$ cat config.mk
export PLATFORM = sky130hd
export DESIGN_NAME = data_mem_responder_flat
export DESIGN_NICKNAME = d
export VERILOG_FILES = /design/src/rtl/data_mem_if.sv /design/src/rtl/data_mem_responder.sv /design/src/flat_wrapper.sv
export SDC_FILE = /design/constraint.sdc
export NUM_CORES = 2
export LEC_CHECK = 0
export BUFFER_PORTS_ARGS = -buffer_cell sky130_fd_sc_hd__buf_2
export CAP_MARGIN = 40
export CORE_ASPECT_RATIO = 0.5
export CORE_UTILIZATION = 30
export DETAILED_ROUTE_END_ITERATION = 10
export PLACE_DENSITY = 0.53
export SKIP_CTS_REPAIR_TIMING = 1
export SYNTH_ARGS = -nofsm -noshare
export SYNTH_HDL_FRONTEND = slang
export SYNTH_SLANG_ARGS = --single-unit
$ cat constraint.sdc
create_clock -name clk -period 4.7 [get_ports clk]
set_input_delay 0.235 -clock clk [delete_from_list [all_inputs] [get_ports clk]]
set_output_delay 0.235 -clock clk [all_outputs]
set_load 0.02 [all_outputs]
$ cat src/rtl/data_mem_if.sv
// Data-memory port between the datapath (master) and a memory responder (slave).
// Request fields travel with req; rd/addr_err are qualified by the one-cycle ready strobe.
interface data_mem_if;
  logic        req;
  logic        we;
  logic [31:0] addr;
  logic [31:0] wd;
  logic [31:0] rd;
  logic        ready;
  logic        addr_err;

  modport master (
    output req, we, addr, wd,
    input  rd, ready, addr_err
  );

  modport slave (
    input  req, we, addr, wd,
    output rd, ready, addr_err
  );
endinterface

$ cat src/rtl/data_mem_responder.sv
// Word-addressed data memory answering load/store requests after WAIT_CYCLES wait states,
// flagging misaligned or out-of-range addresses instead of aliasing them.
//
// state   | meaning
// --------+------------------------------------------------------------
// ST_IDLE | ready low; accept and latch a request when req is high
// ST_WAIT | counting down wait states; bus inputs ignored
// ST_RESP | ready high for one cycle with rd/addr_err, then back to idle
module data_mem_responder #(
  parameter int DEPTH_LOG2  = 6,
  parameter int WAIT_CYCLES = 2
) (
  input  logic      clk,
  input  logic      reset,
  data_mem_if.slave bus
);

  localparam int DEPTH = 1 << DEPTH_LOG2;
  localparam logic [3:0] CNT_INIT = (WAIT_CYCLES > 0) ? 4'(WAIT_CYCLES - 1) : 4'd0;

  typedef enum logic [1:0] {ST_IDLE, ST_WAIT, ST_RESP} state_t;

  logic [31:0] mem [DEPTH];

  state_t      state;
  logic [3:0]  cnt;
  logic        l_we;
  logic [31:0] l_addr;
  logic [31:0] l_wd;
  logic        ready_r;
  logic        addr_err_r;
  logic [31:0] rd_r;

  logic                  direct;
  logic                  commit;
  logic                  c_we;
  logic                  c_err;
  logic [31:0]           c_addr;
  logic [31:0]           c_wd;
  logic [DEPTH_LOG2-1:0] c_idx;

  // With no wait states the access commits on the accepting edge, so it must
  // use the live bus fields rather than the (not yet loaded) latches.
  always_comb begin
    direct = (WAIT_CYCLES == 0) && (state == ST_IDLE);
    c_we   = direct ? bus.we   : l_we;
    c_addr = direct ? bus.addr : l_addr;
    c_wd   = direct ? bus.wd   : l_wd;
    commit = (direct && bus.req) || ((state == ST_WAIT) && (cnt == 4'd0));
    c_err  = (|c_addr[1:0]) || (|c_addr[31:DEPTH_LOG2+2]);
    c_idx  = c_addr[DEPTH_LOG2+1:2];
  end

  // Storage is deliberately not reset; reset only suppresses the write.
  always_ff @(posedge clk) begin
    if (!reset && commit && c_we && !c_err)
      mem[c_idx] <= c_wd;
  end

  always_ff @(posedge clk) begin
    if (reset) begin
      state      <= ST_IDLE;
      cnt        <= 4'd0;
      ready_r    <= 1'b0;
      addr_err_r <= 1'b0;
      rd_r       <= 32'd0;
    end else begin
      ready_r <= 1'b0;
      if (commit) begin
        ready_r    <= 1'b1;
        addr_err_r <= c_err;
        rd_r       <= (c_err || c_we) ? 32'd0 : mem[c_idx];
      end
      case (state)
        ST_IDLE: begin
          if (bus.req) begin
            l_we   <= bus.we;
            l_addr <= bus.addr;
            l_wd   <= bus.wd;
            if (WAIT_CYCLES == 0) begin
              state <= ST_RESP;
            end else begin
              cnt   <= CNT_INIT;
              state <= ST_WAIT;
            end
          end
        end
        ST_WAIT: begin
          if (cnt == 4'd0) state <= ST_RESP;
          else             cnt   <= cnt - 4'd1;
        end
        ST_RESP: state <= ST_IDLE;
        default: state <= ST_IDLE;
      endcase
    end
  end

  assign bus.ready    = ready_r;
  assign bus.addr_err = addr_err_r;
  assign bus.rd       = rd_r;

endmodule
$ cat src/flat_wrapper.sv
// flat-port wrapper written by rule: the top's interface ports become plain ports
module data_mem_responder_flat 
#(
  parameter int DEPTH_LOG2  = 6,
  parameter int WAIT_CYCLES = 2
)
  (clk, reset, bus_req, bus_we, bus_addr, bus_wd, bus_rd, bus_ready, bus_addr_err);
  data_mem_if bus_i ();
  input  logic clk;
  input  logic reset;
  input wire logic [$bits(bus_i.req)-1:0] bus_req;
  input wire logic [$bits(bus_i.we)-1:0] bus_we;
  input wire logic [$bits(bus_i.addr)-1:0] bus_addr;
  input wire logic [$bits(bus_i.wd)-1:0] bus_wd;
  output wire logic [$bits(bus_i.rd)-1:0] bus_rd;
  output wire logic [$bits(bus_i.ready)-1:0] bus_ready;
  output wire logic [$bits(bus_i.addr_err)-1:0] bus_addr_err;
  assign bus_i.req = bus_req;
  assign bus_i.we = bus_we;
  assign bus_i.addr = bus_addr;
  assign bus_i.wd = bus_wd;
  assign bus_rd = bus_i.rd;
  assign bus_ready = bus_i.ready;
  assign bus_addr_err = bus_i.addr_err;
  data_mem_responder #(.DEPTH_LOG2(DEPTH_LOG2), .WAIT_CYCLES(WAIT_CYCLES)) u_core (.clk(clk), .reset(reset), .bus(bus_i));
endmodule
==> flow_metrics.env <==
export IMPL_worstSetupPathType="register to register"
export IMPL_cts_sinks=2159
export IMPL_yosysSeqAreaShare_pct=78.8
export IMPL_min_period_over_period_pct=79.1
export IMPL_fp_dieW_um=740
export IMPL_core_area_mm2=0.271
export IMPL_hold_class="input port to register"
export IMPL_port_buffer_count=101
export IMPL_synthTopCellsByArea="edfxtp_1, mux4_2, mux2i_1"
export IMPL_drtIter0Drc=4289
export IMPL_drv_cap=0
export IMPL_dp_cells=7482
export IMPL_final_util_pct=35.4
export IMPL_grt_max_degree=65
export IMPL_layout_cells_non_filler=7940
export IMPL_avgRoutedWirePerCell_um=28.5
export IMPL_vias_per_cell=5.08
export IMPL_antenna_found_initial=17
export IMPL_holdPathStages=2
export IMPL_synth_top_family_by_area="multiplexers"
export IMPL_leakage_nw=29.8
export IMPL_die_area_mm2=0.274
export IMPL_stdcell_area_mm2=0.0958
export IMPL_fin_nets=4196
export IMPL_async_reset_ff_share_pct=0
export IMPL_syn_area_mm2=0.0817
export IMPL_synth_compound_area_share_pct=2.52
export IMPL_antenna_left=0
export IMPL_power_mw=40.7
export IMPL_syn_num_nets=3791
export IMPL_design_portCount=102
export IMPL_ys_ff_latch=2159
export IMPL_clk_insertion_delay_late_ns=0.84
export IMPL_synth_edff_count=2113
export IMPL_min_from="bus_addr[21]"
export IMPL_synth_warnings=0
export IMPL_preCtsSetupSlack_ns=1.02
export IMPL_grt_util_met1_pct=22.5
export IMPL_ys_flop_type="edfxtp_1"
export IMPL_crit_path_max_fanout=29
export IMPL_cts_path_max_buffers=3
export IMPL_grt_usage_pct=16.1
export IMPL_syn_to_final_growth_pct=17.3
export IMPL_r2r_cells=8
export IMPL_grt_pass1_vias=40900
export IMPL_worstReg2RegEnd="u_core.bus.rd[21]"
export IMPL_synth_most_common_cell="edfxtp_1"
export IMPL_met2_usage_pct=25.8
export IMPL_rrSetupSlack_ns=0.98
export IMPL_dpl_instance_area_mm2=0.0884
export IMPL_whs_ns=0.113
export IMPL_yosys_top_cells_count="edfxtp_1, mux4_2, mux2i_1"
export IMPL_syn_inst=3722
export IMPL_yosysTopAreaCell="edfxtp_1"
export IMPL_crit_required_ns=5.42
export IMPL_clk_pin_slew_ns=0.06
export IMPL_grt_pass1_wl_mm=315
export IMPL_grt_overflow=0
export IMPL_routed_wl_mm=226
export IMPL_cts_tree="done"
export IMPL_hold_violations=0
export IMPL_peakVddDrop_mv=0.294
export IMPL_arrival_ns=4.43
export IMPL_powerDensity_mw_per_mm2=425
export IMPL_setup_violations_final=0
export IMPL_rsz0062_at_grt="false"
export IMPL_fmax_mhz=269
export IMPL_synth_avg_cell_area_um2=21.9
export IMPL_die_h_um=371
export IMPL_vias=40300
export IMPL_worstHoldEndpoint="u_core.c_addr[21]"
export IMPL_cts_root_buf="clkbuf_16"
export IMPL_setup_ws_ns=0.982
export IMPL_drc=0
export IMPL_finClkSkew_ns=0.0215
export IMPL_max_slew_margin_pct=33.2
export IMPL_critPathLaunchType="register"
export IMPL_synth_xor_area_share_pct=0.0214
export IMPL_drive_gt1_share_pct=27.9
export IMPL_synth_distinct_cells=61
export IMPL_cts_max_level=4
export IMPL_status="complete, no violations"
export IMPL_busiest_layer="met2"
export IMPL_synth_simple_area_share_pct=2.57
export IMPL_drtPass1Iterations=5
export IMPL_placementRows=135
export IMPL_synthMuxAreaShare_pct=14.9
export IMPL_cts_buffers=205
export IMPL_met3_usage_pct=3.66
export IMPL_gp_congestion=0.841
export IMPL_tightest_slew_ns=1.00
export IMPL_setup_tns_ns=0
export IMPL_slew_violations=0
export IMPL_initial_utilization_pct=30.2
export IMPL_dp_hpwl_mm=137
export IMPL_synth_top_area_share_pct=77.7
export IMPL_synthAdderAreaFrac_pct=0.0153
export IMPL_cp_end_kind="register"
export IMPL_finalCriticalPeriod_ns=3.72
-- power by group --
part / total, mW / switching (mW) / leakage (nW) / internal (mW)
logic: 2.91 / 1.79 / 7.10 / 1.11
registers: 21.3 / 0.0965 / 19.4 / 21.2
clock network: 16.5 / 7.08 / 3.29 / 9.43
total: 40.7 / 8.97 / 29.8 / 31.7
-- logic make-up after synthesis --
family,count (synthesis)
flops,2159
mux,626
simple gates,441
compound gates,288
buf+inv,205
xor+xnor,2
fa+ha+maj,1
-- worst max-delay path by stage --
stage | start | endpoint | slack (ns) | cells after the start
2_1_floorplan | u_core.state[1] | register | 0.63 | 4
3_3_place_gp | register | u_core.bus.rd[2] | 0.24 | 7
3_5_place_dp | register | u_core.bus.rd[21] | 1.02 | 8
4_1_cts | register | u_core.bus.rd[21] | 0.99 | 8
5_1_grt | u_core.cnt[0] | u_core.mem[12][11] | 0.80 | 9
6_report | register | u_core.bus.rd[21] | 0.98 | 8
-- area by class of cell --
| cell class | count | area (µm²) |
|---|---|---|
| fillers | 24800 | 175000 |
| flip-flops and latches | 2159 | 64400 |
| multi-input cells | 1358 | 16900 |
| clock buffers | 284 | 5810 |
| well taps | 3630 | 4540 |
| repair buffers | 399 | 3300 |
| clock inverters | 101 | 881 |
| inverters | 4 | 16.3 |
| diodes | 5 | 12.5 |
-- worst max-delay path: stages, from the launching register on --
cell	delay, ns
dfxtp_4	0.42
buf_16	0.31
buf_12	0.28
buf_12	0.30
mux4_2	0.54
a221oi_1	0.80
o21ai_0	0.35
nand3_1	0.37
o31ai_1	0.11
-- cell usage in the layout (no fill, tap or decap), drive strengths merged, types with 20 or more instances in the layout --
cell	count
mux2i	148
o22ai	20
a22oi	79
a21oi	20
buf	332
edfxtp	2113
a221oi	20
nand3	80
dfxtp	46
nand4	36
o22a	25
o21ai	50
nor2	109
clkinv	79
nor2b	21
nand2	137
mux4	468
clkbuf	284
dlygate4sd3	67
-- metal layers --
| metal | up-vias | share of wire [%] |
|---|---|---|
| met5 | - | 0.015 |
| met4 | 6 | 1.8 |
| met3 | 253 | 7.5 |
| met2 | 1432 | 47 |
| met1 | 22100 | 44 |
| li1 | 16500 | - |
-- state kept, by name, summed over array words and instances (netlist names), named ones only --
signal	flops
u_core.bus.rd	32
u_core.state	2
u_core.cnt	4
u_core.c_wd	32
u_core.bus.ready	1
u_core.bus.addr_err	1
u_core.c_we	1
u_core.c_addr	32
u_core.mem	2048
Power figures use the tool's default switching activity.
